### src/rtl/ledger_access_sequencer.sv
// Multi-cycle ledger RAM sequencer: money/key reads and checked coin transfers
// against a synchronous RAM with configurable read latency.
module ledger_access_sequencer #(
    parameter int NUM_PLAYERS = 2,
    parameter int DATA_WIDTH  = 8,
    parameter int RD_LATENCY  = 2,
    localparam int PW         = ($clog2(NUM_PLAYERS) > 1) ? $clog2(NUM_PLAYERS) : 1,
    localparam int ADDR_WIDTH = PW + 2
) (
    input  logic                  clock,
    input  logic                  resetn,
    input  logic                  start,
    input  logic [2:0]            process,
    input  logic [PW-1:0]         player_a,
    input  logic [PW-1:0]         player_b,
    input  logic [DATA_WIDTH-1:0] amount,
    output logic                  busy,
    output logic                  done,
    output logic                  error,
    output logic [DATA_WIDTH-1:0] result,
    output logic [2:0]            protocol,
    output logic [ADDR_WIDTH-1:0] mem_address,
    output logic                  mem_wren,
    output logic [DATA_WIDTH-1:0] mem_data,
    input  logic [DATA_WIDTH-1:0] mem_q
);

    localparam logic [2:0]  OP_MONEY    = 3'b001;
    localparam logic [2:0]  OP_KEY      = 3'b010;
    localparam logic [2:0]  OP_XFER     = 3'b100;
    localparam logic [1:0]  FIELD_KEY   = 2'b01;
    localparam logic [1:0]  FIELD_MONEY = 2'b10;
    localparam logic [2:0]  LAT         = 3'(RD_LATENCY);
    localparam logic [PW:0] NP_LIMIT    = (PW+1)'(NUM_PLAYERS);

    typedef enum logic [2:0] {
        IDLE  = 3'd0,
        RD_A  = 3'd1,
        RD_B  = 3'd2,
        CHECK = 3'd3,
        WR_A  = 3'd4,
        WR_B  = 3'd5,
        DONE  = 3'd6
    } state_t;

    state_t                state;
    logic [2:0]            cnt;
    logic [PW-1:0]         pa_reg;
    logic [PW-1:0]         pb_reg;
    logic [DATA_WIDTH-1:0] amt_reg;
    logic [DATA_WIDTH-1:0] bal_a;
    logic [DATA_WIDTH-1:0] bal_b;

    logic                  op_read;
    logic                  op_xfer;
    logic                  a_ok;
    logic                  b_ok;
    logic                  req_ok;
    logic [DATA_WIDTH-1:0] diff_a;
    logic [DATA_WIDTH:0]   sum_b;

    assign op_read = (process == OP_MONEY) || (process == OP_KEY);
    assign op_xfer = (process == OP_XFER);
    assign a_ok    = {1'b0, player_a} < NP_LIMIT;
    assign b_ok    = {1'b0, player_b} < NP_LIMIT;
    assign req_ok  = a_ok && (op_read || (op_xfer && b_ok && (player_a != player_b)));

    // Extra carry bit on the credit side flags overflow of the destination balance.
    assign diff_a  = bal_a - amt_reg;
    assign sum_b   = {1'b0, bal_b} + {1'b0, amt_reg};

    always_ff @(posedge clock or negedge resetn) begin
        if (!resetn) begin
            state       <= IDLE;
            cnt         <= '0;
            pa_reg      <= '0;
            pb_reg      <= '0;
            amt_reg     <= '0;
            bal_a       <= '0;
            bal_b       <= '0;
            busy        <= 1'b0;
            done        <= 1'b0;
            error       <= 1'b0;
            result      <= '0;
            protocol    <= '0;
            mem_address <= '0;
            mem_wren    <= 1'b0;
            mem_data    <= '0;
        end else begin
            done     <= 1'b0;
            mem_wren <= 1'b0;
            mem_data <= '0;
            case (state)
                IDLE: begin
                    mem_address <= '0;
                    if (start) begin
                        pa_reg   <= player_a;
                        pb_reg   <= player_b;
                        amt_reg  <= amount;
                        protocol <= process;
                        busy     <= 1'b1;
                        result   <= '0;
                        cnt      <= '0;
                        if (!req_ok) begin
                            state <= DONE;
                            done  <= 1'b1;
                            error <= 1'b1;
                        end else begin
                            state       <= RD_A;
                            error       <= 1'b0;
                            mem_address <= {player_a, (process == OP_KEY) ? FIELD_KEY : FIELD_MONEY};
                        end
                    end
                end
                RD_A: begin
                    if (cnt == LAT) begin
                        cnt <= '0;
                        if (protocol == OP_XFER) begin
                            bal_a       <= mem_q;
                            state       <= RD_B;
                            mem_address <= {pb_reg, FIELD_MONEY};
                        end else begin
                            result      <= mem_q;
                            state       <= DONE;
                            done        <= 1'b1;
                            mem_address <= '0;
                        end
                    end else begin
                        cnt <= cnt + 3'd1;
                    end
                end
                RD_B: begin
                    if (cnt == LAT) begin
                        cnt         <= '0;
                        bal_b       <= mem_q;
                        state       <= CHECK;
                        mem_address <= '0;
                    end else begin
                        cnt <= cnt + 3'd1;
                    end
                end
                CHECK: begin
                    // Both limits are checked before any write so a rejection leaves RAM intact.
                    if ((bal_a < amt_reg) || sum_b[DATA_WIDTH]) begin
                        state  <= DONE;
                        done   <= 1'b1;
                        error  <= 1'b1;
                        result <= '0;
                    end else begin
                        state       <= WR_A;
                        mem_wren    <= 1'b1;
                        mem_address <= {pa_reg, FIELD_MONEY};
                        mem_data    <= diff_a;
                    end
                end
                WR_A: begin
                    state       <= WR_B;
                    mem_wren    <= 1'b1;
                    mem_address <= {pb_reg, FIELD_MONEY};
                    mem_data    <= sum_b[DATA_WIDTH-1:0];
                end
                WR_B: begin
                    state       <= DONE;
                    done        <= 1'b1;
                    result      <= diff_a;
                    mem_address <= '0;
                end
                DONE: begin
                    state       <= IDLE;
                    busy        <= 1'b0;
                    protocol    <= '0;
                    mem_address <= '0;
                end
                default: begin
                    state       <= IDLE;
                    busy        <= 1'b0;
                    protocol    <= '0;
                    mem_address <= '0;
                end
            endcase
        end
    end

endmodule

### config.mk
export PLATFORM = sky130hd
export DESIGN_NAME = ledger_access_sequencer
export DESIGN_NICKNAME = d
export VERILOG_FILES = /design/src/rtl/ledger_access_sequencer.sv
export SDC_FILE = /design/constraint.sdc
export NUM_CORES = 1
export LEC_CHECK = 0
export CAP_MARGIN = 40
export CORE_ASPECT_RATIO = 0.5
export CORE_MARGIN = 3
export CORE_UTILIZATION = 40
export CTS_CLUSTER_SIZE = 10
export DETAILED_ROUTE_END_ITERATION = 8
export PLACE_DENSITY = 0.58
export REMOVE_ABC_BUFFERS = 1
export SYNTH_ARGS = -nofsm -noshare
export SYNTH_HDL_FRONTEND = slang
export SYNTH_SLANG_ARGS = --single-unit
export TNS_END_PERCENT = 5
### constraint.sdc
create_clock -name clock -period 3.1 [get_ports clock]
set_input_delay 0.465 -clock clock [delete_from_list [all_inputs] [get_ports clock]]
set_output_delay 0.465 -clock clock [all_outputs]
set_load 0.1 [all_outputs]
-- Word level (Yosys, flattened, before mapping)
Cells that the tools add are included.
- word-level logic and storage cells: 96
- bits of input ports: 24
- output and inout port bits: 26
- flip-flop bits (word level): 58
- bitwise logic cells: 1
- multiplexer cells: 40
- equal/unequal tests: 17
- add/sub/neg operators: 3
- reduce and logical (&&, ||, !) cells: 19
- magnitude comparators: 1
- operator list (operator ; number):
    $mux 3 ; 14
    $mux 8 ; 5
    $pmux 8 s4 ; 1
    $pmux 3 s6 ; 1
    $pmux 8 s2 ; 1
    $pmux 3 s5 ; 1
    $eq 3x2->1 const B ; 4
    $eq 3x3->1 const B ; 4
    $ne 2x2->1 const B ; 6
    $pmux 3 s2 ; 2
    $reduce_and 3->1 ; 4
    $add 8x8->9 ; 1
    $mux 1 ; 9
    $lt 8x8->1 ; 1
    $reduce_and 2->1 ; 4
    $sub 8x8->8 ; 1
    $eq 3x1->1 const B ; 2
    $pmux 1 s2 ; 3
    $reduce_and 5->1 ; 1
    $reduce_or 5->1 ; 1
    $mux 2 ; 2
    $pmux 1 s4 ; 1
    $reduce_bool 2->1 ; 2
    $reduce_bool 4->1 ; 1
    7 further kinds ; 9

-- Logic depth before layout (Yosys ltp)
Gate-level depths: netlist (run 1).
- word-level depth: 6
- depth in mapped cells: 9
- depth with buffers taken out: 9

-- Worst setup path before layout (run 1)
No wires, ideal clock.
- path type: reg2reg
- start point: reg amt_reg[0]
- end point: reg mem_address[1]
- required time: 2.972 ns
- slack: 0.588 ns
- arrival time: 2.384 ns
- setup time: 0.128 ns
- period minus slack after synthesis: 2.512 ns
- cell stages (with the launch flop): 9
- buffers on the path: 0
- cell sequence: dfrtp_1 -> ha_1 -> fa_1 -> a211oi_1 -> nor2_1 -> a41o_1 -> o311a_1 -> nor2_2 -> mux2_1
- longest elaborated chain between the ends: 4
- elaborated cells on any way between the ends: 5
- classes of those cells: add/sub (1); order compare (1); eq/ne (1); reduce/logical (2)
- RTL lines (what ; RTL line ; RTL):
    start, declared ; 50 ; logic [DATA_WIDTH-1:0] amt_reg;
    start signal, assigned ; 99 ; amt_reg <= amount;
    $add 8x8->9 or $lt 8x8->1 (tied branches) ; 70, 144 ;
    $logic_or 1x1->1 (*) ; 144 ; if ((bal_a < amt_reg) || sum_b[DATA_WIDTH]) begin
    $ne 2x2->1 (no line) (*) ; n/a ;
    $reduce_and 3->1 (no line) (*) ; n/a ;
    end signal, assigned ; 111 ; mem_address <= {player_a, (process == OP_KEY) ? FIELD_KEY : FIELD_MONEY};
    end signal, assigned ; 152 ; mem_address <= {pa_reg, FIELD_MONEY};
    end signal, assigned ; 159 ; mem_address <= {pb_reg, FIELD_MONEY};
    end, declared ; 22 ; output logic [ADDR_WIDTH-1:0] mem_address,
Every way passes the cells marked *; elsewhere a longest branch is shown, timed or not.
A chain may end at the register's enable or synchronous reset.

-- Worst setup path after layout (run 1)
- start point: reg amt_reg[0]
- end point: reg mem_address[2]
Same word-level chain as after synthesis.

==> results of run 1 <==
worst max path at each step:
stage,start,endpoint,depth (start not counted)
2_1_floorplan,amt_reg[0],mem_address[1],8
3_3_place_gp,amt_reg[0],mem_address[1],8
3_5_place_dp,amt_reg[0],mem_address[2],8
4_1_cts,amt_reg[0],mem_address[2],8
5_1_grt,amt_reg[0],result[0],8
6_report,amt_reg[0],mem_address[2],8
logic make-up (layout without fill, tap and decap cells):
kind of cell,count (synthesis),count (layout),share of synthesized area
flops,58,58,0.452
xor+xnor,10,10,0.0273
compound gates,81,81,0.172
buf+inv,23,86,0.0277
fa+ha+maj,18,18,0.0749
simple gates,93,93,0.144
mux,29,29,0.102
per-layer routing:
layer | routed length (um) | share of wire | up-vias | track usage
met3 | 488 | 0.061 | 14 | 0.0572
li1 | - | - | 1232 | -
met1 | 4010 | 0.50 | 1226 | 0.279
met5 | 0 | 0 | - | 0
met4 | 160 | 0.020 | 0 | 0.0714
met2 | 3310 | 0.42 | 65 | 0.259
placed cells by master (no fill, tap or decap), types with 5 or more instances in the layout:
master           Yosys  layout
nor3_1               5       5
nand2_1             40      40
clkdlybuf4s50_1      0      22
nand2b_1             5       5
o21ai_0             34      34
mux2_2              26      26
dfrtp_1             58      58
a211oi_1             5       5
buf_4                0      31
clkbuf_16            0       9
inv_1               15      15
xor2_1               6       6
a21o_1               7       7
a21oi_1              9       9
ha_1                16      16
nand3_1              8       8
nor2_1              15      15
critical path, cell delays in order (launching register included):
cell and delay (ns):
dfrtp_1 0.40, ha_1 0.25, fa_1 0.43, a211oi_1 0.23
nor2_1 0.11, a41o_1 0.31, o311a_1 0.37, nor2_2 0.19
mux2_1 0.34
cell type report:
cell class,count,area share
Multi-Input combinational cell,231,0.401
Timing Repair Buffer,55,0.115
Clock inverter,5,0.0301
Tap cell,108,0.0325
Inverter,15,0.0135
Clock buffer,11,0.0584
Sequential cell,58,0.349
cells in the mapped netlist (3+ instances only):
| master | n | area (um^2) |
|---|---|---|
| nand3_1 | 8 | 40.0 |
| or2_2 | 3 | 18.8 |
| inv_1 | 15 | 56.3 |
| xnor2_1 | 4 | 35.0 |
| o31ai_1 | 3 | 22.5 |
| nor2b_1 | 4 | 25.0 |
| nor3_1 | 5 | 25.0 |
| ha_1 | 16 | 200 |
| a21o_1 | 7 | 52.6 |
| nor2_1 | 15 | 56.3 |
| mux2_2 | 26 | 293 |
| mux2_1 | 3 | 33.8 |
| clkbuf_1 | 4 | 15.0 |
| a21oi_1 | 9 | 45.0 |
| o21a_1 | 3 | 22.5 |
| xor2_1 | 6 | 52.6 |
| a211oi_1 | 5 | 37.5 |
| dfrtp_1 | 58 | 1450 |
| nand2_1 | 40 | 150 |
| nand2b_1 | 5 | 31.3 |
| nor3b_1 | 3 | 22.5 |
| o21ai_0 | 34 | 170 |
| a22o_1 | 4 | 35.0 |
metrics by stage:
stage,instances,utilization
6_report,483,0.551
5_1_grt,483,0.551
4_1_cts,483,0.551
3_5_place_dp,467,0.502
3_3_place_gp,466,0.500
2_1_floorplan,304,-
==> impl_metrics.csv, run 1 <==
group,metric,value,unit
place,numPortBuffers,49,
worst_setup_path,r2r-start,"amt_reg[0]",
die,core.rowCount,22,
worst_setup_path,worst_ep_arrival_time,2.96,ns
clocking,worstSkewPairLatency,0.33,ns
die,die_width,133,um
clocking,clk_path_buf_depth,2,
worst_setup_path,critical_path_peak_fanout,3,
timing,slew_viol_final,0,
logic_synthesis,syn-mean-instance-area,10.3,um^2
worst_setup_path,regToRegSetupSlack,0.35,ns
layout,register_area,0.00145,mm^2
clocking,cts_tree,"yes",
timing,hold_violations,0,
layout,layout.nets,412,
clocking,cts_root_buf,"clkbuf_16",
timing,fin_setup_tns,0,ns
layout,nFillCells,671,
timing,timing.final.crit_period,2.75,ns
run_status,run_status,"finished, final reports clean",
worst_setup_path,critPathLaunchType,"flop",
route,route.antenna.remaining_nets,0,
clocking,ctsHoldBuffers,0,
min_path,hold_class,"in2async",
die,initial_utilization,0.425,
route,drt_drc_violations_left,0,
layout,layout-drive-gt1-share,0.229,
place,globalplace.congestion,0.876,
logic_synthesis,yosysSeqAreaShare,0.452,
logic_synthesis,synth_enable_flop_cells,0,
worst_setup_path,setup.worst_path.class,"reg2reg",
clocking,post_cts_setup_repair_buffer_count,0,
die,dieArea,0.00920,mm^2
global_route,grt_pass1_vias,2511,
clocking,clk_pin_slew,0.05,ns
logic_synthesis,gate_count_of_the_mapped_netlist,312,
timing,setup_violations,0,
layout,layout.cell_area.non_filler,0.00416,mm^2
timing,final.hold.worst_slack,0.0269,ns
timing,worst-slew-pin-transition,0.600,ns
timing,rsz0062_at_grt,"false",
worst_setup_path,worst_r2r_endpoint,"mem_address[2]",
timing,worst_slew_margin_rel,0.599,
route,vias,2537,
clocking,cts_resized,0,
die,ios,50,
layout,antenna_cells,0,
place,sum_of_net_half_perimeters_after_detailed_placement,5850,um
global_route,total_global_routing_overflow,0,
clocking,cts_made_buffers,9,
timing,min_period_over_period,0.887,
worst_setup_path,worst_ep_required_time,3.31,ns
worst_setup_path,cp-end-kind,"flop",
route,drt_iter0_drc,213,
logic_synthesis,yosys.cell_types.count,49,
logic_synthesis,synth-async-reset-ratio,1.00,
logic_synthesis,synth_ff_type,"dfrtp_1",
logic_synthesis,yosysWarnings,0,
layout,multiInputGateArea,0.00167,mm^2
clocking,clock-sinks,58,
timing,post-route-worst-setup-slack,0.350,ns
global_route,grt_pass1_wl,13600,um
place,placement.setup.worst_slack,0.363,ns
route,first_pass_iters,4,
route,viasPerCell,5.25,
timing,clock.fmax,364,MHz
layout,flow.area_growth_from_synthesis,29.6,%
global_route,largest_net_degree_at_the_start_of_global_routing,34,
timing,finalClockSkew,0.00578,ns
flow_run,drv_cap,0,
die,die_h,69.3,um
route,wl_per_cell,16.5,um
die,coreArea,0.00754,mm^2
logic_synthesis,postSynthRegisterBits,58,
clocking,h_tree_lvls,3,
global_route,grt.total_usage,0.189,
global_route,grt_antenna_before_repair,0,
logic_synthesis,post_synth_instance_area,0.00321,mm^2
worst_setup_path,rr_worst_depth,8,
route,wirelength,7960,um
place,dpl_cell_area,0.00379,mm^2
Power of run 1 is left out: the tool's default activity adds up to more than one toggle a clock period on the data nets, which glitch-free logic cannot reach.
==> run 2: changes to the inputs <==
--- a/config.mk
+++ b/config.mk
@@ -9,6 +9,7 @@
 export CORE_ASPECT_RATIO = 0.5
 export CORE_MARGIN = 3
 export CORE_UTILIZATION = 40
+export CTS_BUF_LIST = sky130_fd_sc_hd__clkbuf_16
 export CTS_CLUSTER_SIZE = 10
 export DETAILED_ROUTE_END_ITERATION = 8
 export PLACE_DENSITY = 0.58
==> run 2 against run 1 <==
Effect of this change:
- clock skew barely moved
- cell area down 0.24%
- global-route usage is essentially flat
- sequential cell count did not move
- register-to-register slack about the same
- sequential share of layout area is 0.084 points higher
- fmax hardly changed
- largest cell class unchanged
- core utilization decreased by 0.13 points
- hold slack improved by 0.0015 ns
==> impl_metrics.csv, run 2 (synthesis results as in run 1) <==
group,metric,value,unit
run_status,run_status,"finished, final reports clean",
layout,final_common_cell,"dfrtp_1",
worst_setup_path,timing.critical_path.slowest_stage_cell,"fa_1",
die,initial_utilization,0.425,
die,dieArea,0.00920,mm^2
layout,layout-drive-gt1-share,0.227,
die,ios,50,
flow_run,drv_cap,0,
timing,timing.final.crit_period,2.75,ns
layout,layout.nets,412,
worst_setup_path,critical_path_peak_fanout,3,
clocking,cts_root_buf,"clkbuf_16",
die,die_width,133,um
global_route,grt.total_usage,0.189,
timing,clock.fmax,364,MHz
clocking,clock-sinks,58,
die,coreArea,0.00754,mm^2
clocking,cts_made_buffers,9,
worst_setup_path,cp_top_family,"compound AO/OA/AOI/OAI gates",
min_path,hold_class,"in2async",
global_route,largest_net_degree_at_the_start_of_global_routing,34,
clocking,clk_pin_slew,0.05,ns
global_route,grt_antenna_before_repair,0,
worst_setup_path,cp_cell_sequence,"ha_1, fa_1, a211oi_1, nor2_1, a41o_1, o311a_1, nor2_2, mux2_1",
route,route.antenna.remaining_nets,0,
worst_setup_path,r2r-start,"amt_reg[0]",
timing,slew_viol_final,0,
worst_setup_path,worst_ep_required_time,3.31,ns
route,first_pass_iters,5,
worst_setup_path,worst_r2r_endpoint,"mem_address[2]",
timing,finalClockSkew,0.00576,ns
timing,rsz0062_at_grt,"false",
clocking,worstSkewPairLatency,0.33,ns
global_route,grt_pass1_vias,2517,
layout,most-common-layout-cells,"dfrtp_1 (58), nand2_1 (40), o21ai_0 (34)",
clocking,cts_resized,0,
die,core.rowCount,22,
global_route,total_global_routing_overflow,0,
route,wl_per_cell,16.4,um
timing,setup_violations,0,
timing,fin_setup_tns,0,ns
timing,post-route-worst-setup-slack,0.352,ns
worst_setup_path,critPathLaunchType,"flop",
route,drt_drc_violations_left,0,
clocking,ctsHoldBuffers,0,
worst_setup_path,cp-end-kind,"flop",
worst_setup_path,regToRegSetupSlack,0.35,ns
route,drt_iter0_drc,221,
worst_setup_path,worst_ep_arrival_time,2.96,ns
place,numPortBuffers,49,
clocking,h_tree_lvls,3,
timing,min_period_over_period,0.886,
clocking,post_cts_setup_repair_buffer_count,0,
clocking,cts_tree,"yes",
die,die_h,69.3,um
route,viasPerCell,5.28,
route,wirelength,7920,um
timing,hold_violations,0,
layout,nFillCells,674,
worst_setup_path,setup.worst_path.class,"reg2reg",
clocking,clk_path_buf_depth,2,
route,vias,2548,
worst_setup_path,rr_worst_depth,8,
worst_setup_path,crit_buf_inv,0,
place,placement.setup.worst_slack,0.363,ns
worst_setup_path,worst_path_largest_cell_delay,0.43,ns
layout,antenna_cells,0,
global_route,grt_pass1_wl,13600,um
timing,worst-slew-pin-transition,0.604,ns
timing,worst_slew_margin_rel,0.596,
place,sum_of_net_half_perimeters_after_detailed_placement,5850,um
layout,flow.area_growth_from_synthesis,29.3,%
place,globalplace.congestion,0.876,
run 2: final cells by class:
class,count,area (um^2),share of cell area
well taps,108,135,0.0326
clock buffers,9,225,0.0543
clock inverters,7,133,0.0320
inverters,15,56.3,0.0136
multi-input cells,231,1670,0.402
repair buffers,55,478,0.115
flip-flops and latches,58,1450,0.350
run 2: how the worst max path moves through the flow:
stage / slack (ns) / depth (start not counted) / from / end
detailed placement: 0.36 / 8 / amt_reg[0] / mem_address[2]
finish: 0.35 / 8 / amt_reg[0] / mem_address[2]
global route: 0.15 / 8 / amt_reg[0] / result[0]
global placement: 0.43 / 8 / amt_reg[0] / mem_address[1]
floorplan: 0.59 / 8 / amt_reg[0] / mem_address[1]
CTS: 0.34 / 8 / amt_reg[0] / mem_address[2]
run 2: metal layers:
layer	routed length, um	global-route usage
met3	401	0.0572
met2	3290	0.259
met5	0	0
met1	4060	0.278
met4	180	0.0714
run 2: stage by stage:
step            util  area [um^2]  std cells  hold WS (ns)
2_1_floorplan      -         3180        304         0.169
3_3_place_gp   0.500         3770        466         0.464
3_5_place_dp   0.502         3790        467         0.384
4_1_cts        0.550         4150        483        0.0332
5_1_grt        0.550         4150        483        0.0389
6_report       0.550         4150        483        0.0283
Power of run 2 is left out for the same reason.
